File: config.mk
export PLATFORM = sky130hd
export DESIGN_NAME = exc_entry_ctrl
export DESIGN_NICKNAME = d
export VERILOG_FILES = /design/src/rtl/exc_entry_ctrl.sv
export SDC_FILE = /design/constraint.sdc
export NUM_CORES = 1
export LEC_CHECK = 0
export ABC_AREA = 1
export BUFFER_PORTS_ARGS = -buffer_cell sky130_fd_sc_hd__buf_2
export CORE_AREA = 2 2 123 95
export DETAILED_ROUTE_END_ITERATION = 10
export DIE_AREA = 0 0 125 97
export PLACE_DENSITY_LB_ADDON = 0.3
export SYNTH_ARGS = -nofsm -noshare
export SYNTH_HDL_FRONTEND = slang
export SYNTH_SLANG_ARGS = --single-unit
File: constraint.sdc
create_clock -name clk -period 1.8 [get_ports clk]
set_clock_uncertainty 0.15 [all_clocks]
set_input_delay 0.09 -clock clk [delete_from_list [all_inputs] [get_ports clk]]
set_output_delay 0.09 -clock clk [all_outputs]
set_load 0.02 [all_outputs]
File: src/rtl/exc_entry_ctrl.sv
// Exception/interrupt entry and ERET return sequencer between the M stage, CP0 and the fetch PC mux.
// Arbitrates int > exc > eret on valid M-stage instructions and drives registered CP0 strobes, flush and redirect.
module exc_entry_ctrl #(
  parameter logic [31:0] HANDLER_ADDR = 32'h0000_4180,
  parameter int unsigned FLUSH_CYCLES = 2
) (
  input  logic        clk,
  input  logic        reset,
  input  logic        m_valid,
  input  logic [31:0] m_pc,
  input  logic        m_bd,
  input  logic        m_exc,
  input  logic [4:0]  m_exc_code,
  input  logic        m_is_eret,
  input  logic        int_req,
  input  logic [31:0] cp0_epc,
  input  logic        mem_busy,
  output logic        exl_set,
  output logic        exl_clr,
  output logic        epc_we,
  output logic [31:0] epc_data,
  output logic [4:0]  exc_code,
  output logic        bd,
  output logic        flush,
  output logic        stall_req,
  output logic        pc_redirect,
  output logic [31:0] redirect_pc,
  output logic        busy
);

  localparam int unsigned CW = (FLUSH_CYCLES > 1) ? $clog2(FLUSH_CYCLES) : 1;

  typedef enum logic [1:0] {
    S_IDLE  = 2'd0,
    S_WAIT  = 2'd1,
    S_ENTER = 2'd2,
    S_ERET  = 2'd3
  } state_e;

  state_e        state_q, state_d;
  logic [CW-1:0] cnt_q, cnt_d;
  logic [31:0]   ev_pc_q, ev_pc_d;
  logic [4:0]    ev_code_q, ev_code_d;
  logic          ev_bd_q, ev_bd_d;

  logic          exl_set_q, exl_set_d;
  logic          exl_clr_q, exl_clr_d;
  logic          epc_we_q, epc_we_d;
  logic [31:0]   epc_data_q, epc_data_d;
  logic [4:0]    exc_code_q, exc_code_d;
  logic          bd_q, bd_d;
  logic          flush_q, flush_d;
  logic          stall_req_q, stall_req_d;
  logic          pc_redirect_q, pc_redirect_d;
  logic [31:0]   redirect_pc_q, redirect_pc_d;
  logic          busy_q, busy_d;

  // Live event decode; interrupt wins over exception, which wins over ERET
  logic          entry_ev;
  logic          eret_ev;
  logic [31:0]   cap_pc;
  logic [4:0]    cap_code;

  assign entry_ev = m_valid & (int_req | m_exc);
  assign eret_ev  = m_valid & m_is_eret & ~int_req & ~m_exc;
  assign cap_pc   = m_bd ? (m_pc - 32'd4) : m_pc;
  assign cap_code = int_req ? 5'd0 : m_exc_code;

  logic          fire;
  logic [31:0]   fire_pc;
  logic [4:0]    fire_code;
  logic          fire_bd;

  always_comb begin
    state_d       = state_q;
    cnt_d         = cnt_q;
    ev_pc_d       = ev_pc_q;
    ev_code_d     = ev_code_q;
    ev_bd_d       = ev_bd_q;
    exl_set_d     = 1'b0;
    exl_clr_d     = 1'b0;
    epc_we_d      = 1'b0;
    epc_data_d    = epc_data_q;
    exc_code_d    = exc_code_q;
    bd_d          = bd_q;
    flush_d       = 1'b0;
    stall_req_d   = 1'b0;
    pc_redirect_d = 1'b0;
    redirect_pc_d = redirect_pc_q;
    fire          = 1'b0;
    fire_pc       = ev_pc_q;
    fire_code     = ev_code_q;
    fire_bd       = ev_bd_q;

    unique case (state_q)
      S_IDLE: begin
        if (entry_ev) begin
          ev_pc_d   = cap_pc;
          ev_code_d = cap_code;
          ev_bd_d   = m_bd;
          if (mem_busy) begin
            state_d     = S_WAIT;
            stall_req_d = 1'b1;
          end else begin
            fire      = 1'b1;
            fire_pc   = cap_pc;
            fire_code = cap_code;
            fire_bd   = m_bd;
          end
        end else if (eret_ev) begin
          state_d       = S_ERET;
          exl_clr_d     = 1'b1;
          pc_redirect_d = 1'b1;
          flush_d       = 1'b1;
          redirect_pc_d = cp0_epc;
        end
      end
      S_WAIT: begin
        if (mem_busy) begin
          stall_req_d = 1'b1;
        end else begin
          fire = 1'b1;
        end
      end
      S_ENTER: begin
        // Counter holds the number of flush cycles still owed after this one
        if (cnt_q != '0) begin
          cnt_d   = cnt_q - CW'(1);
          flush_d = 1'b1;
        end else begin
          state_d = S_IDLE;
        end
      end
      S_ERET: begin
        state_d = S_IDLE;
      end
      default: begin
        state_d = S_IDLE;
      end
    endcase

    if (fire) begin
      state_d       = S_ENTER;
      cnt_d         = CW'(FLUSH_CYCLES - 1);
      exl_set_d     = 1'b1;
      epc_we_d      = 1'b1;
      pc_redirect_d = 1'b1;
      flush_d       = 1'b1;
      epc_data_d    = fire_pc;
      exc_code_d    = fire_code;
      bd_d          = fire_bd;
      redirect_pc_d = HANDLER_ADDR;
    end

    busy_d = (state_d != S_IDLE);
  end

  always_ff @(posedge clk) begin
    if (reset) begin
      state_q       <= S_IDLE;
      cnt_q         <= '0;
      ev_pc_q       <= '0;
      ev_code_q     <= '0;
      ev_bd_q       <= 1'b0;
      exl_set_q     <= 1'b0;
      exl_clr_q     <= 1'b0;
      epc_we_q      <= 1'b0;
      epc_data_q    <= '0;
      exc_code_q    <= '0;
      bd_q          <= 1'b0;
      flush_q       <= 1'b0;
      stall_req_q   <= 1'b0;
      pc_redirect_q <= 1'b0;
      redirect_pc_q <= '0;
      busy_q        <= 1'b0;
    end else begin
      state_q       <= state_d;
      cnt_q         <= cnt_d;
      ev_pc_q       <= ev_pc_d;
      ev_code_q     <= ev_code_d;
      ev_bd_q       <= ev_bd_d;
      exl_set_q     <= exl_set_d;
      exl_clr_q     <= exl_clr_d;
      epc_we_q      <= epc_we_d;
      epc_data_q    <= epc_data_d;
      exc_code_q    <= exc_code_d;
      bd_q          <= bd_d;
      flush_q       <= flush_d;
      stall_req_q   <= stall_req_d;
      pc_redirect_q <= pc_redirect_d;
      redirect_pc_q <= redirect_pc_d;
      busy_q        <= busy_d;
    end
  end

  assign exl_set     = exl_set_q;
  assign exl_clr     = exl_clr_q;
  assign epc_we      = epc_we_q;
  assign epc_data    = epc_data_q;
  assign exc_code    = exc_code_q;
  assign bd          = bd_q;
  assign flush       = flush_q;
  assign stall_req   = stall_req_q;
  assign pc_redirect = pc_redirect_q;
  assign redirect_pc = redirect_pc_q;
  assign busy        = busy_q;

endmodule

==> results.md <==
Clock network:
- Counting the buffers created by CTS gives 17.
- The insertion delay to the later sink of the worst-skew pair is approximately 0.4 ns.
- TritonCTS built the clock tree.
- After clock tree synthesis, the clock-pin slew on the worst setup and hold paths is about 0.050 ns.
- The maximum clock insertion buffer count is 2.
- In this run the clock root is driven by a sky130_fd_sc_hd__clkbuf_16.
- The tree built by TritonCTS fans out to roughly 120 sinks.
- CTS built an H-tree with a depth of 4.

Synth:
- The netlist uses 37 different library cells.
- The share of synthesized cell area in and, or, nand and nor gates is ~30%.
- The share of cell area taken by muxes after synthesis is 0%.
- The fraction of registers with async set or reset after synthesis is 0%.
- In this run, synthesis inferred 0 flip-flops with an integrated enable.
- Yosys printed 0 warnings.
- The arithmetic-cell share of the synthesized area counting full adders, half adders and majority gates is 0.232%.
- The gate count of the mapped netlist is between 700 and 800.
- The parity-gate share of the synthesized area counting xor and xnor cells is 1.46%.
- The synthesized area per cell is 6.87 um^2.
- Summing the areas of all compound-gate instances in the mapped netlist gives about 16% of the synthesized area.
- In the synthesized netlist the dominant register cell turns out to be sky130_fd_sc_hd__dfxtp_1.
- The sequential share of the synthesized area is a little over two fifths.
- By area, the combinational part of the netlist is dominated by simple AND/OR/NAND/NOR gates.
- The net count after synthesis is roughly 860.
- Counting flops and latches in the post-synthesis netlist gives between 100 and 150.
- The mapped cell area is 5400 um^2.

Worst setup path:
- The worst setup path is captured at a register.
- The peak per-stage delay on the critical path is ~0.53 ns.
- The cell class contributing the biggest share of worst-path delay is simple AND/OR/NAND/NOR gates.
- Counting stages on the worst path, the most repeated cell is sky130_fd_sc_hd__nand2_1.
- Traced cell by cell, the critical path runs through dlygate4sd3_1 -> buf_2 -> nor2_1 -> nand2_1 -> nor2_2 -> nand2_1 -> o21ai_1 -> nand3_1 -> nand2_1 -> nand2_1.
- Counting both buffers and inverters, the worst setup path holds a total of 2.
- The worst-path cell with the longest stage delay is sky130_fd_sc_hd__dlygate4sd3_1.
- The setup path with the least slack is of type input port to register.
- STA puts the critical path data arrival time at around 1.8 ns.
- For the worst setup path, the data required time is between 1.5 and 2 ns.
- The maximum fanout count along the critical path is 3.
- The launching element type of the critical path is an input port.

Finish:
- In the layout the commonest cells are 219 x sky130_fd_sc_hd__nand2_1, 153 x sky130_fd_sc_hd__buf_2, 117 x sky130_fd_sc_hd__dfxtp_1.
- After filler insertion, the fill cell instance count of the layout stands at about 900.
- For this run, the post-layout net count is between 1000 and 1500.
- Relative to the synthesized area, the layout overhead comes to 43.2%.
- The area of the multi-input gates is approximately 2600 um^2.
- Registers take approximately 2300 um^2.
- Of the cells placed in the final design, the portion with a size suffix greater than 1 is 22.9%.
- The finished cells cover 7730 um^2.
- The final antenna diode count is 0.
- The leading cell type in the layout, fill and taps excluded is sky130_fd_sc_hd__nand2_1.

STA:
- Measured against its own limit, the worst slew margin works out to about three fifths.
- The final hold violation count is 0.
- The minimum clock period is ~1.7 ns.
- The max-slew violation count is 0.
- The worst slack on hold paths is roughly 0.013 ns.
- After layout, the worst path uses around 93% of the clock period.
- The number of endpoints failing setup at the final stage is 0.
- The setup TNS is 0 ns.
- At the pin with the least slew margin, the transition time is about 0.59 ns.
- The upper clock frequency limit is 0.596 GHz.

Global route:
- The via count of the first global-routing pass came to ~5700.
- The aggregate global routing overflow is 0.
- The total global-route track usage is 27.2%.
- Entering global routing, the biggest net connects 39 pins.
- The wire length of the first global-routing pass is about 27000 um.
- The number of antenna violations at the first check in global routing is 0.

Route:
- The routed design has around 17000 um of wire.
- The average via count per standard cell is 5.09.
- The count of vias placed by the detailed router is 5918.
- The first TritonRoute pass finished after 6 iterations.
- The post-detailed-route wirelength per cell is 14.3 um.
- The remaining design rule violation count is 0.
- After the first detailed-routing iteration, the DRC count stood at about 400.
- In this run the remaining antenna-violating nets after routing total 0.

Place:
- The final weighted congestion in routability-driven placement is between 0.8 and 0.9.
- In this run the cell area measured after placement is 6300 um^2.
- The detailed placement HPWL is slightly above 10000 um.
- The count of input and output buffers is between 150 and 200.

Worst hold path:
- The type of the worst min-delay path is input port to register.

Outcome:
- The flow ran to the end, and the final reports show no timing, DRC or antenna violations.

Floorplan:
- The floorplan step set the die height to 97 um.
- The count of pins on the block boundary is 154.
- Measured along the x axis, the die boundary spans 125 um.
- The area of the die is between 10000 and 15000 um^2.
- In this run the standard cell core region covers between 10000 and 15000 um^2.
- The effective utilization at floorplan is roughly 50%.
- The floorplan has 33 rows.

Power and ir drop:
- Dividing total power by cell area gives a power density of around 990 nW/um^2.
- The analysis attributes to cell leakage a power of 3.69 nW.
- The worst-case IR drop observed on VDD is about 0.77 mV.

Run:
- The number of maximum-capacitance constraint violations is 0.
[logic make-up (layout without fill, tap and decap cells)]
| logic type | Yosys count | after routing |
|---|---|---|
| AO/OA/AOI/OAI | 158 | 158 |
| XOR/XNOR | 9 | 9 |
| adder cells (fa/ha/maj) | 1 | 1 |
| buffers and inverters | 126 | 364 |
| flip-flops | 117 | 117 |
| AND/OR/NAND/NOR | 374 | 374 |
[flip-flops by register name, summed over array words and instances, names as in the netlist, 2 cells and up]
| register | count |
|---|---|
| exc_code | 5 |
| state_q | 2 |
| ev_pc_q | 32 |
| redirect_pc | 32 |
| epc_data | 32 |
| ev_code_q | 5 |
[timing repair]
item | 4_1_cts | 5_1_grt
hold endpoints to repair | 94 | 0
gates resized for setup | 0 | 20
setup buffers | 0 | 2
hold buffers | 71 | 0
endpoints found under the setup margin | 0 | 62
[tightest hold or removal path, delay by kind of cell]
family	cells	cell delay [ns]
AOI/OAI and AO/OA	1	0.08
buffers and inverters	1	0.12
and+or+nand+nor	2	0.23
[worst paths after layout]
check                                             start                   endpoint  slack, ns  depth (start not counted)
worst max register to register    state_q[0]$_SDFF_PP0_  epc_data[17]$_SDFFE_PP0P_       0.16                          7
worst min-delay path                            int_req   exc_code[2]$_SDFFE_PP0P_       0.01                          4
worst max-delay path                           m_pc[10]  epc_data[21]$_SDFFE_PP0P_       0.12                         10
worst min register to register  ev_pc_q[0]$_SDFFE_PP0P_    ev_pc_q[0]$_SDFFE_PP0P_       0.29                          2
[report_power, final]
| part | internal [mW] | switching [mW] | total [mW] | leakage (nW) |
|---|---|---|---|---|
| Clock | 2.56 | 1.16 | 3.72 | 0.317 |
| Sequential | 2.76 | 0.0698 | 2.83 | 0.955 |
| Combinational | 0.427 | 0.643 | 1.07 | 2.42 |
| Total | 5.74 | 1.88 | 7.62 | 3.69 |
[Yosys cell counts, types with 4 or more instances]
library cell / count / share of area [%]
sky130_fd_sc_hd__nand2_1: 222 / 15
sky130_fd_sc_hd__dfxtp_1: 117 / 43
sky130_fd_sc_hd__inv_1: 83 / 5.8
sky130_fd_sc_hd__nor2_1: 76 / 5.3
sky130_fd_sc_hd__a21oi_1: 75 / 7.0
sky130_fd_sc_hd__o21ai_0: 47 / 4.4
sky130_fd_sc_hd__nand3_1: 41 / 3.8
sky130_fd_sc_hd__buf_2: 18 / 1.7
sky130_fd_sc_hd__o21ai_1: 18 / 1.7
sky130_fd_sc_hd__clkbuf_1: 10 / 0.70
sky130_fd_sc_hd__nand4_1: 10 / 1.2
sky130_fd_sc_hd__buf_4: 6 / 0.83
sky130_fd_sc_hd__inv_2: 5 / 0.35
sky130_fd_sc_hd__nand2_2: 5 / 0.58
sky130_fd_sc_hd__o21bai_1: 5 / 0.70
sky130_fd_sc_hd__xor2_1: 5 / 0.81
sky130_fd_sc_hd__a22o_1: 4 / 0.65
sky130_fd_sc_hd__xnor2_1: 4 / 0.65
[metrics by stage]
step / total power [mW] / worst slack [ns] / instances / utilization [%]
after global placement: 3.77 / 0.0884 / 1058 / 58.2
after detailed placement: 3.78 / 0.0371 / 1058 / 58.2
final: 7.62 / 0.121 / 1163 / 71.4
after CTS: 7.62 / 0.0251 / 1161 / 70.8
after floorplan: 3.46 / 0.288 / 785 / -
after global routing: 7.89 / -0.0246 / 1163 / 71.4
[area by class of cell]
| type | count | share of cell area [%] |
|---|---|---|
| clock inverters | 9 | 2.23 |
| inverters | 88 | 4.31 |
| clock buffers | 23 | 6.19 |
| well taps | 140 | 2.27 |
| multi-input cells | 542 | 33.1 |
| flip-flops and latches | 117 | 30.3 |
| repair buffers | 244 | 21.6 |
[per-layer routing]
| layer | GRT usage, % | routed length, um | vias to the layer above | part of all wire (%) |
|---|---|---|---|---|
| met5 | 0 | 0 | - | 0 |
| met4 | 10.1 | 368 | 0 | 2.2 |
| met3 | 5.64 | 1100 | 37 | 6.6 |
| met2 | 45.1 | 7770 | 227 | 47 |
| met1 | 35.2 | 7350 | 2700 | 44 |
| li1 | - | - | 2954 | - |
No activity file was read; power rests on OpenSTA's default activity.
